File: config.mk
export PLATFORM = sky130hd
export DESIGN_NAME = fir_stream_ntap
export DESIGN_NICKNAME = d
export VERILOG_FILES = /design/src/rtl/fir_pkg.sv /design/src/rtl/fir_delay_line.sv /design/src/rtl/fir_stream_ntap.sv
export SDC_FILE = /design/constraint.sdc
export NUM_CORES = 1
export LEC_CHECK = 0
export ABC_AREA = 0
export ABC_CLOCK_PERIOD_IN_PS = 16600
export BUFFER_PORTS_ARGS = -buffer_cell sky130_fd_sc_hd__buf_2
export CORE_ASPECT_RATIO = 1.75
export CORE_MARGIN = 4
export CORE_UTILIZATION = 68
export DETAILED_ROUTE_END_ITERATION = 10
export GPL_ROUTABILITY_DRIVEN = 0
export PLACE_DENSITY = 0.84
export SETUP_SLACK_MARGIN = 0.1
export SLEW_MARGIN = 20
export SYNTH_ARGS = -nofsm -noshare
export SYNTH_HDL_FRONTEND = slang
export SYNTH_SLANG_ARGS = --single-unit
File: constraint.sdc
create_clock -name clk -period 16.6 [get_ports clk]
set_clock_uncertainty 0.2 [all_clocks]
set_input_delay 3.32 -clock clk [delete_from_list [all_inputs] [get_ports clk]]
set_output_delay 3.32 -clock clk [all_outputs]
set_load 0.1 [all_outputs]
File: src/rtl/fir_pkg.sv
// Shared definitions for the streaming N-tap FIR: result-width rule,
// coefficient reset value and the default coefficient type.
package fir_pkg;

  localparam int FIR_COEF_W   = 8;
  localparam int COEF_DEFAULT = 1;

  typedef logic [FIR_COEF_W-1:0] coef_t;

  // Full-precision width of an unsigned TAPS-term sum of products.
  function automatic int calc_out_w(input int taps, input int data_w, input int coef_w);
    return data_w + coef_w + $clog2(taps);
  endfunction

endpackage

File: src/rtl/fir_delay_line.sv
// TAPS x DATA_W sample shift register; tap 0 is the newest sample.
// Clear wins over shift enable.
module fir_delay_line
  import fir_pkg::*;
#(
  parameter int TAPS   = 4,
  parameter int DATA_W = 4
) (
  input  logic                     clk,
  input  logic                     rst,
  input  logic                     en,
  input  logic                     clear,
  input  logic [DATA_W-1:0]        din,
  output logic [TAPS*DATA_W-1:0]   taps
);

  always_ff @(posedge clk or posedge rst) begin
    if (rst) begin
      taps <= '0;
    end else if (clear) begin
      taps <= '0;
    end else if (en) begin
      taps <= {taps[(TAPS-1)*DATA_W-1:0], din};
    end
  end

endmodule

File: src/rtl/fir_stream_ntap.sv
// Unsigned N-tap FIR with valid/ready streaming, run-time coefficients,
// synchronous clear, registered output and a primed flag.
module fir_stream_ntap
  import fir_pkg::*;
#(
  parameter int TAPS   = 4,
  parameter int DATA_W = 4,
  parameter int COEF_W = FIR_COEF_W,
  parameter int OUT_W  = calc_out_w(TAPS, DATA_W, COEF_W)
) (
  input  logic                    clk,
  input  logic                    rst,
  input  logic                    clear,
  input  logic                    in_valid,
  output logic                    in_ready,
  input  logic [DATA_W-1:0]       in_data,
  input  logic                    coef_we,
  input  logic [$clog2(TAPS)-1:0] coef_addr,
  input  logic [COEF_W-1:0]       coef_data,
  output logic                    out_valid,
  input  logic                    out_ready,
  output logic [OUT_W-1:0]        out_data,
  output logic                    primed
);

  localparam int CW = $clog2(TAPS + 1);
  localparam int PW = DATA_W + COEF_W;

  logic                   accept;
  logic                   coef_hit;
  logic [TAPS*DATA_W-1:0] taps;
  logic [TAPS*DATA_W-1:0] shifted;
  logic [COEF_W-1:0]      h [TAPS];
  logic [CW-1:0]          fill;
  logic [OUT_W-1:0]       y;

  assign in_ready = !out_valid || out_ready;
  assign accept   = in_valid && in_ready;
  assign coef_hit = coef_we && (int'(coef_addr) < TAPS);
  assign primed   = (fill == CW'(TAPS));

  fir_delay_line #(
    .TAPS   (TAPS),
    .DATA_W (DATA_W)
  ) u_delay (
    .clk   (clk),
    .rst   (rst),
    .en    (accept),
    .clear (clear),
    .din   (in_data),
    .taps  (taps)
  );

  // The result uses the post-shift window, so the new sample sits at tap 0.
  assign shifted = {taps[(TAPS-1)*DATA_W-1:0], in_data};

  always_comb begin
    y = '0;
    for (int k = 0; k < TAPS; k++) begin
      y = y + OUT_W'(PW'(h[k]) * PW'(shifted[k*DATA_W +: DATA_W]));
    end
  end

  // A write lands at the edge, so an accept in the same cycle still sees old h.
  always_ff @(posedge clk or posedge rst) begin
    if (rst) begin
      for (int k = 0; k < TAPS; k++) h[k] <= COEF_W'(COEF_DEFAULT);
    end else if (coef_hit) begin
      h[coef_addr] <= coef_data;
    end
  end

  always_ff @(posedge clk or posedge rst) begin
    if (rst) begin
      fill <= '0;
    end else if (clear) begin
      fill <= '0;
    end else if (accept && !primed) begin
      fill <= fill + 1'b1;
    end
  end

  // Output stage: load on accept, drain on a take with no new result.
  always_ff @(posedge clk or posedge rst) begin
    if (rst) begin
      out_valid <= 1'b0;
      out_data  <= '0;
    end else if (clear) begin
      out_valid <= 1'b0;
      out_data  <= '0;
    end else if (accept) begin
      out_valid <= 1'b1;
      out_data  <= y;
    end else if (out_ready) begin
      out_valid <= 1'b0;
    end
  end

endmodule

# [Yosys cells after proc, flatten, opt, wreduce, memory -nomap -nowiden]
# Index checks and enable logic that the tools add are counted.
[op_classes] n_addsub=4 multipliers=4 order_cmp=2 eq_ne=1 n_mux=12 n_bitwise=1 n_reduce_logical=9
[ops] operator="8-bit by 4-bit multiplier with 12-bit output" n=4
[ops] operator="32-bit bitwise mux" n=1
[ops] operator="14-bit two-way mux" n=2
[ops] operator="12-bit two-way mux" n=2
[ops] operator="8-bit demux with 2-bit select" n=1
[ops] operator="13-bit by 12-bit adder with 14-bit output" n=1
[ops] operator="14-bit by 12-bit adder with 14-bit output" n=1
[ops] operator="12-bit by 12-bit adder with 13-bit output" n=1
[ops] operator="8-bit two-way mux" n=1
[ops] operator="3-bit two-way mux" n=2
[ops] operator="2-bit nonzero test" n=2
[ops] operator="3-bit by 1-bit adder with 3-bit output, second input constant" n=1
[ops] operator="3-bit == test, second input constant" n=1
[ops] operator="3-bit greater-or-equal comparator, second input constant" n=1
[ops] operator="1-bit logical AND" n=3
[ops] operator="3-bit by 1-bit < comparator with 1-bit output, second input constant" n=1
[ops] operator="1-bit two-way mux" n=3
[ops] operator="2-bit inverter with 3-bit output" n=1
[ops] operator="3-bit nonzero test" n=1
[ops] operator="1-bit zero test" n=2
[ops] operator="1-bit logical OR" n=1
[word_totals] ff_bits=62 in_bits=20 out_inout_bits=17 wordCells=41

# [Logic depth before layout (Yosys ltp)]
# Gate-level depths: netlist of run 1.
[depth] word_depth=6 mapped_depth=20 depth_no_buf=19

# [By module]
# A second synthesis of run 1 with hierarchy kept.
[unflattened] cells_unflattened=654 area_unflattened_um2=6695.2
[by_module_without_submodules] mod="fir_stream_ntap" n_inst=1 cells_per_inst=601 area_per_inst_um2=6030.8 seq_area_each_um2=1256.2
[by_module_without_submodules] mod="fir_delay_line" n_inst=1 cells_per_inst=53 area_per_inst_um2=664.4 seq_area_each_um2=400.4

# [Least setup slack after synthesis of run 1]
# OpenSTA, ideal clock, no wires.
[synth_path] path_type="input port to flip-flop" from="in in_data[1]" to="reg out_data[12]" setup_ps=123 arrival_ps=8133 t_required_ps=16277 setup_slack_ps=8144 stages=17 path_buffers=1 cell_sequence="clkbuf_1 > nand2_1 > fa_1 > fa_1 > fa_1 > inv_1 > fa_1 > fa_1 > inv_1 > fa_1 > inv_1 > ha_1 > nor2b_4 > o31ai_2 > a21oi_1 > or3_1 > a32o_1"
[synth_via] elab_chain_cells=6
[synth_rtl] element="from (decl)" line_no="fir_stream_ntap.sv:16" source="input logic [DATA_W-1:0] in_data,"
[synth_rtl] element="8-bit by 4-bit multiplier with 12-bit output" line_no="fir_stream_ntap.sv:60" source="y = y + OUT_W'(PW'(h[k]) * PW'(shifted[k*DATA_W +: DATA_W]));"
[synth_rtl] element="12-bit by 12-bit adder with 13-bit output" line_no="fir_stream_ntap.sv:60"
[synth_rtl] element="13-bit by 12-bit adder with 14-bit output" line_no="fir_stream_ntap.sv:60"
[synth_rtl] element="14-bit by 12-bit adder with 14-bit output" line_no="fir_stream_ntap.sv:60"
[synth_rtl] element="14-bit two-way mux" line_no="fir_stream_ntap.sv:91" source="end else if (accept) begin"
[synth_rtl] element="14-bit two-way mux" line_no="fir_stream_ntap.sv:88" source="end else if (clear) begin"
[synth_rtl] element="to (signal assigned)" line_no="fir_stream_ntap.sv:93" source="out_data <= y;"
[synth_rtl] element="to (decl)" line_no="fir_stream_ntap.sv:22" source="output logic [OUT_W-1:0] out_data,"
# No other way between the ends. The select of a mux whose other input is x is not followed.
# A chain may end at the register's enable or synchronous reset.

# [Worst setup path in the final report of run 1]
# Ends and elaborated chain as after synthesis.

==> results.sh, run 1 <==
export IMPL_outcome="completed"
export IMPL_syn_area_per_cell_um2=9.87
export IMPL_n_antenna_cell=0
export IMPL_ant_nets=0
export IMPL_synth_edf_count=0
export IMPL_die_h_um=138
export IMPL_layout_common_cells="inv_1, fa_1, nand2_1"
export IMPL_post_cts_buffers=0
export IMPL_dr_pass1_iters=5
export IMPL_multi_input_area_um2=4370
export IMPL_grt_pass1_wl_um=25800
export IMPL_synthFlopType="dfrtp_1"
export IMPL_gr_total_overflow=0
export IMPL_yosysSeqAreaShare_pct=23.8
export IMPL_cts_tree="done"
export IMPL_grt_pass1_vias=5420
export IMPL_start_util_pct=69.4
export IMPL_instances_no_fill=819
export IMPL_detailed_place_hpwl_um=11900
export IMPL_fill_cells=619
export IMPL_crit_path_end_kind="flip-flop"
export IMPL_clk_path_buf_depth=2
export IMPL_irDropWorstVdd_mv=0.0956
export IMPL_postCtsHoldBufs=0
export IMPL_die_area_um2=11300
export IMPL_hp_class="reg2reg"
export IMPL_crit_type="in2reg"
export IMPL_ys_seq_elements=62
export IMPL_cp_slowest_cell="fa_1"
export IMPL_seqCellArea_um2=1560
export IMPL_core_area_um2=9410
export IMPL_syn_inst=662
export IMPL_io_pins=37
export IMPL_antenna_found_initial=0
export IMPL_critPathMaxFanout=9
export IMPL_tightest_slew_ns=1.12
export IMPL_finalCriticalPeriod_ns=8.31
export IMPL_vias=4780
export IMPL_maxSlewHeadroom_pct=25.3
export IMPL_drive_gt1_share_pct=13.3
export IMPL_cpMostUsedCell="fa_1"
export IMPL_finalNetCount=858
export IMPL_async_reset_ff_share_pct=100
export IMPL_crit_buf_inv=4
export IMPL_fmax_mhz=120
export IMPL_cp_cell_sequence="buf_2, nand2_1, fa_1, fa_1, fa_1, inv_1, fa_1, fa_1, inv_1, fa_1, inv_1, ha_1, nor2b_4, o31ai_2, a21oi_1, or3_1, a32o_1"
export IMPL_clock_sinks=62
export IMPL_clk_pin_slew_ns=0.06
export IMPL_tns_ns=0
export IMPL_fin_crit_sh_pct=50.1
export IMPL_die_x_um=82.1
export IMPL_critPathTopFamily="adder cells"
export IMPL_cts_resized=0
export IMPL_vias_per_cell=5.84
export IMPL_powerDensity_nw_per_um2=125
export IMPL_wirelength_um=15400
export IMPL_numPortBuffers=36
export IMPL_yosysWarnings=0
export IMPL_final_util_pct=75.4
export IMPL_numCtsBuffers=9
export IMPL_layout_setup_ws_ns=8.29
export IMPL_num_rows=47
export IMPL_syn_num_nets=828
export IMPL_static_leakage_power_nw=3.64
export IMPL_grt_max_degree=63
export IMPL_whs_ns=0.308
export IMPL_ys_types=35
export IMPL_dp_cells=803
export IMPL_cp_data_arrival_time_ns=8.34
export IMPL_required_ns=16.63
export IMPL_drc=0
export IMPL_cpPeakStageDelay_ns=0.54
export IMPL_maxCapViolCount=0
export IMPL_finalMaxSlewViolations=0
export IMPL_setup_viol=0
export IMPL_syn_to_final_growth_pct=8.60
export IMPL_clock_latency_ns=0.34
export IMPL_drt_initial_drc_count=334
export IMPL_grt_total_usage_pct=31.4
export IMPL_pre_cts_ws_ns=7.99
export IMPL_hold_viol=0
export IMPL_wl_per_cell_um=18.8
export IMPL_layout_commonest_cell="inv_1"
export IMPL_root_buffer="clkbuf_16"
export IMPL_htree_levels=3
export IMPL_synth_area_um2=6530
export IMPL_rsz0062_at_grt="no"
export IMPL_crit_path_start_kind="input pin"
-- through the flow --
stage	area [µm²]	total power, W
finish	7090	0.000885
global route	7090	0.000950
CTS	7090	0.000889
detailed placement	6790	0.000688
global placement	6790	0.000670
floorplan	6530	0.000578
-- final cells by class --
cell class	count	area share (%)
Multi-Input combinational cell	444	61.7
Clock buffer	13	3.67
Clock inverter	3	0.635
Timing Repair Buffer	37	2.65
Sequential cell	62	21.9
Tap cell	122	2.15
Inverter	138	7.30
-- logic make-up after synthesis --
group / count (synthesis) / share of synthesized area (%)
fa+ha+maj: 146 / 39.9
mux: 33 / 5.67
compound gates: 53 / 4.71
flops: 62 / 23.8
xor+xnor: 7 / 0.939
buf+inv: 156 / 9.21
simple gates: 205 / 15.7
-- registers in the layout, indices dropped and copies added, names as in the netlist --
signal        cells
fill              3
h                32
out_data         14
out_valid         1
u_delay.taps     12
-- metal layers --
metal	part of all wire (%)	vias up	global-route usage [%]	routed length, µm
met5	0	-	0	0
met4	7.8	0	21.6	1200
li1	-	2071	-	-
met2	54	193	55.1	8360
met1	34	2423	33.4	5180
met3	4.2	93	4.91	645
-- final timing paths --
check | depth (start not counted) | to | slack, ns | start
max in group asynchronous | 3 | h[9] | 12.63 | rst
worst max register to register | 16 | out_data[12] | 10.71 | u_delay.taps[4]
worst max-delay path | 17 | out_data[12] | 8.29 | in_data[1]
worst min-delay path | 2 | out_data[10] | 0.31 | out_data[10]
min in group asynchronous | 3 | fill[2] | 3.00 | rst
worst min register to register | 2 | out_data[10] | 0.31 | out_data[10]
-- power by group --
group	switching, W	internal, W
registers	0.0000297	0.000177
logic	0.000301	0.000184
clock network	0.0000689	0.000124
total	0.000400	0.000485
-- Yosys cell counts (2+ instances only) --
cell	n	area (µm²)
fa_1	104	2080
o211ai_1	2	15.0
dfstp_2	4	105
a21oi_1	32	160
nor3_1	3	15.0
or3_1	2	12.5
a21o_1	4	30.0
dfrtp_1	58	1450
nand3b_1	5	37.5
nand3_1	4	20.0
xnor2_1	4	35.0
ha_1	42	526
buf_6	2	22.5
nor2_1	7	26.3
nand4_1	2	12.5
clkbuf_1	15	56.3
xor2_1	3	26.3
inv_1	138	518
mux2_2	32	360
and2_1	72	450
o21ai_0	9	45.0
nand2b_1	4	25.0
nand2_1	102	383
-- worst register-to-register path, cell delays in order, from the launching register on --
cell and delay, ns:
dfrtp_1 0.58, nand2_1 0.15, fa_1 0.51, inv_1 0.05, fa_1 0.48, fa_1 0.71, fa_1 0.49, fa_1 0.49
inv_1 0.05, fa_1 0.53, inv_1 0.05, ha_1 0.34, nor2b_4 0.15, o31ai_2 0.26, a21oi_1 0.14, or3_1 0.36
a32o_1 0.25
Power figures use the tool's default switching activity.
==> run 2, diff against run 1 <==
Settings changed: ABC_AREA 0 to 1, ABC_CLOCK_PERIOD_IN_PS 16600 to 7100, CORE_UTILIZATION 68 to 57, PLACE_DENSITY 0.84 to 0.74.
Clock period 16.6 ns to 7.1 ns, I/O delays scaled along.
==> results.sh, run 2 <==
export IMPL_powerDensity_nw_per_um2=250
export IMPL_netlist_top_cells_count="inv_1, nand2_1, fa_1"
export IMPL_reg2reg_to="out_data[8]"
export IMPL_synthTopCellsByArea="fa_1, dfrtp_1, inv_1, nand2_1, ha_1"
export IMPL_crit_buf_inv=6
export IMPL_start_util_pct=58.2
export IMPL_grt_max_degree=63
export IMPL_wl_per_cell_um=15.6
export IMPL_grt_total_usage_pct=24.9
export IMPL_htree_levels=3
export IMPL_async_reset_ff_share_pct=100
export IMPL_vias_per_cell=5.07
export IMPL_synth_compound_area_share_pct=5.52
export IMPL_layout_setup_ws_ns=1.05
export IMPL_yosysMostFrequentCell="inv_1"
export IMPL_synthSimpleGateAreaFrac_pct=16.4
export IMPL_cpMostUsedCell="fa_1"
export IMPL_finalNetCount=1022
export IMPL_num_rows=52
export IMPL_clk_pin_slew_ns=0.06
export IMPL_whs_path_depth=2
export IMPL_cp_cell_sequence="buf_2, nand2_1, fa_1, fa_1, inv_1, fa_1, fa_1, inv_1, fa_1, inv_1, ha_1, inv_1, fa_1, inv_1, nand3_1, nand3_1, nand2_1, nand2_1, nand2_1, nand2_1, o21ai_1"
export IMPL_ys_types=25
export IMPL_ys_seq_elements=62
export IMPL_regMostFlops="h"
export IMPL_die_x_um=90.0
export IMPL_wirelength_um=15500
export IMPL_cp_slowest_cell="fa_1"
export IMPL_hp_class="reg2reg"
export IMPL_root_buffer="clkbuf_16"
export IMPL_reg_top3="h (32), out_data (14), u_delay.taps (12)"
export IMPL_gr_total_overflow=0
export IMPL_static_leakage_power_nw=4.41
export IMPL_synth_top_family_by_area="adder cells"
export IMPL_synthAdderAreaFrac_pct=38.9
export IMPL_yosysTopAreaCell="fa_1"
export IMPL_maxSlewHeadroom_pct=43.6
export IMPL_io_pins=37
export IMPL_synth_edf_count=0
export IMPL_p_sw_share_pct=46.7
export IMPL_antenna_found_initial=0
export IMPL_hold_start="out_data[4]"
export IMPL_ant_nets=0
export IMPL_outcome="completed"
export IMPL_die_area_um2=13600
export IMPL_layout_commonest_cell="inv_1"
export IMPL_maxCapViolCount=0
export IMPL_cp_data_arrival_time_ns=6.07
export IMPL_postCtsHoldBufs=0
export IMPL_muxShareOfSynthArea_pct=0
export IMPL_core_area_um2=11500
export IMPL_synthFlopType="dfrtp_1"
export IMPL_p_sw_w=0.000845
export IMPL_synth_xor_area_share_pct=0.131
export IMPL_critPathTopFamily="adder cells"
export IMPL_fmax_mhz=165
export IMPL_setup_viol=0
export IMPL_tightest_slew_ns=0.846
export IMPL_post_cts_buffers=0
export IMPL_dr_pass1_iters=4
export IMPL_irDropWorstVdd_mv=0.305
export IMPL_clk_path_buf_depth=2
export IMPL_n_antenna_cell=0
export IMPL_fin_crit_sh_pct=85.2
export IMPL_internal_power_w=0.000965
export IMPL_clock_sinks=62
export IMPL_crit_type="in2reg"
export IMPL_layout_common_cells="inv_1, nand2_1, fa_1"
export IMPL_yosysSeqAreaShare_pct=23.2
export IMPL_die_h_um=151
export IMPL_pre_cts_ws_ns=0.733
export IMPL_syn_area_per_cell_um2=8.07
export IMPL_syn_inst=831
export IMPL_drc=0
export IMPL_required_ns=7.12
export IMPL_cts_tree="done"
export IMPL_worstRegToRegCells=18
export IMPL_yosysWarnings=0
export IMPL_critPathMaxFanout=9
export IMPL_vias=5054
export IMPL_crit_path_end_kind="flip-flop"
export IMPL_syn_to_final_growth_pct=8.04
export IMPL_syn_num_nets=997
export IMPL_detailed_place_hpwl_um=12700
export IMPL_cpPeakStageDelay_ns=0.57
export IMPL_drt_initial_drc_count=262
export IMPL_comb_power_share_pct=48.3
export IMPL_cts_resized=0
export IMPL_grt_pass1_wl_um=26000
export IMPL_holdPathEnd="out_data[4]"
export IMPL_final_util_pct=62.9
export IMPL_finalCriticalPeriod_ns=6.05
export IMPL_r2r_slack_ns=1.71
export IMPL_finalMaxSlewViolations=0
export IMPL_hold_viol=0
export IMPL_largest_reg_flops=32
export IMPL_p_clk_share_pct=25.1
export IMPL_rsz0062_at_grt="no"
export IMPL_seq_power_share_pct=26.6
export IMPL_numPortBuffers=36
export IMPL_tns_ns=0
export IMPL_crit_path_start_kind="input pin"
export IMPL_whs_ns=0.283
export IMPL_grt_pass1_vias=5224
export IMPL_clock_latency_ns=0.33
export IMPL_synth_area_um2=6700
export IMPL_regToRegStartpoint="u_delay.taps[6]"
export IMPL_drive_gt1_share_pct=7.55
export IMPL_yosysTopAreaCellShare_pct=31.1
export IMPL_numCtsBuffers=9
==> run 2: cell types whose count changed after synthesis, moves of 9 or more <==
cell and change:
nand3_1 +14, a21oi_1 -24, nor2_1 +9, inv_1 +111, nand2_1 +139, and2_1 -72, mux2_2 -32, o21ai_0 +38
==> run 2: logic make-up after synthesis <==
| family | count (synthesis) |
|---|---|
| DFF | 62 |
| xor gates and xnor gates | 1 |
| AOI/OAI and AO/OA | 67 |
| adders and majority gates | 146 |
| and+or+nand+nor | 281 |
| buffers and inverters | 274 |
==> run 2: power by group through the flow <==
stage	Clock, W	Sequential [W]	Combinational [W]
CTS	0.000461	0.000481	0.000880
finish	0.000453	0.000482	0.000874
global placement	0	0.000486	0.000859
detailed placement	0	0.000486	0.000870
global route	0.000476	0.000488	0.000995
floorplan	0	0.000611	0.000527
==> run 2: layout make-up <==
type                    count  area [µm²]
flip-flops and latches     62        1560
inverters                 251         942
multi-input cells         495        4090
clock buffers              11         243
repair buffers             37         188
fillers                  1008        4270
well taps                 135         169
clock inverters             5        57.6
==> run 2: worst max-delay path by stage <==
stage	slack, ns	depth (start not counted)	endpoint	startpoint
final	1.05	21	out_data[8]	in_data[1]
after global routing	0.80	21	out_data[10]	in_data[1]
after CTS	1.06	21	out_data[8]	in_data[1]
after detailed placement	0.73	18	out_data[9]	in_data[1]
after global placement	0.77	21	out_data[10]	in_data[1]
after floorplan	1.10	18	out_data[9]	in_data[1]
==> run 2: metrics by stage <==
stage	instances	power [W]	area (µm²)
2_1_floorplan	831	0.00114	6700
3_3_place_gp	980	0.00134	6940
3_5_place_dp	980	0.00136	6940
4_1_cts	996	0.00182	7240
5_1_grt	996	0.00196	7240
6_report	996	0.00181	7240
==> run 2: layer usage <==
| layer | global-route usage (%) | up-vias | share of wire [%] |
|---|---|---|---|
| li1 | - | 2422 | - |
| met1 | 27.3 | 2486 | 36 |
| met2 | 47.6 | 101 | 57 |
| met3 | 2.72 | 45 | 2.5 |
| met4 | 12.4 | 0 | 5.0 |
| met5 | 0 | - | 0 |
==> run 2: worst register-to-register path, cell delays in order, from the launching register on <==
cell and delay [ns]:
dfrtp_1 0.58, nand2_1 0.14, fa_1 0.55, inv_1 0.05
fa_1 0.57, fa_1 0.47, fa_1 0.50, fa_1 0.50
inv_1 0.06, fa_1 0.58, inv_1 0.06, ha_1 0.37
nand3_1 0.11, nand3_1 0.13, nand2_1 0.11, nand2_1 0.07
nand2_1 0.08, nand2_1 0.06, o21ai_1 0.12
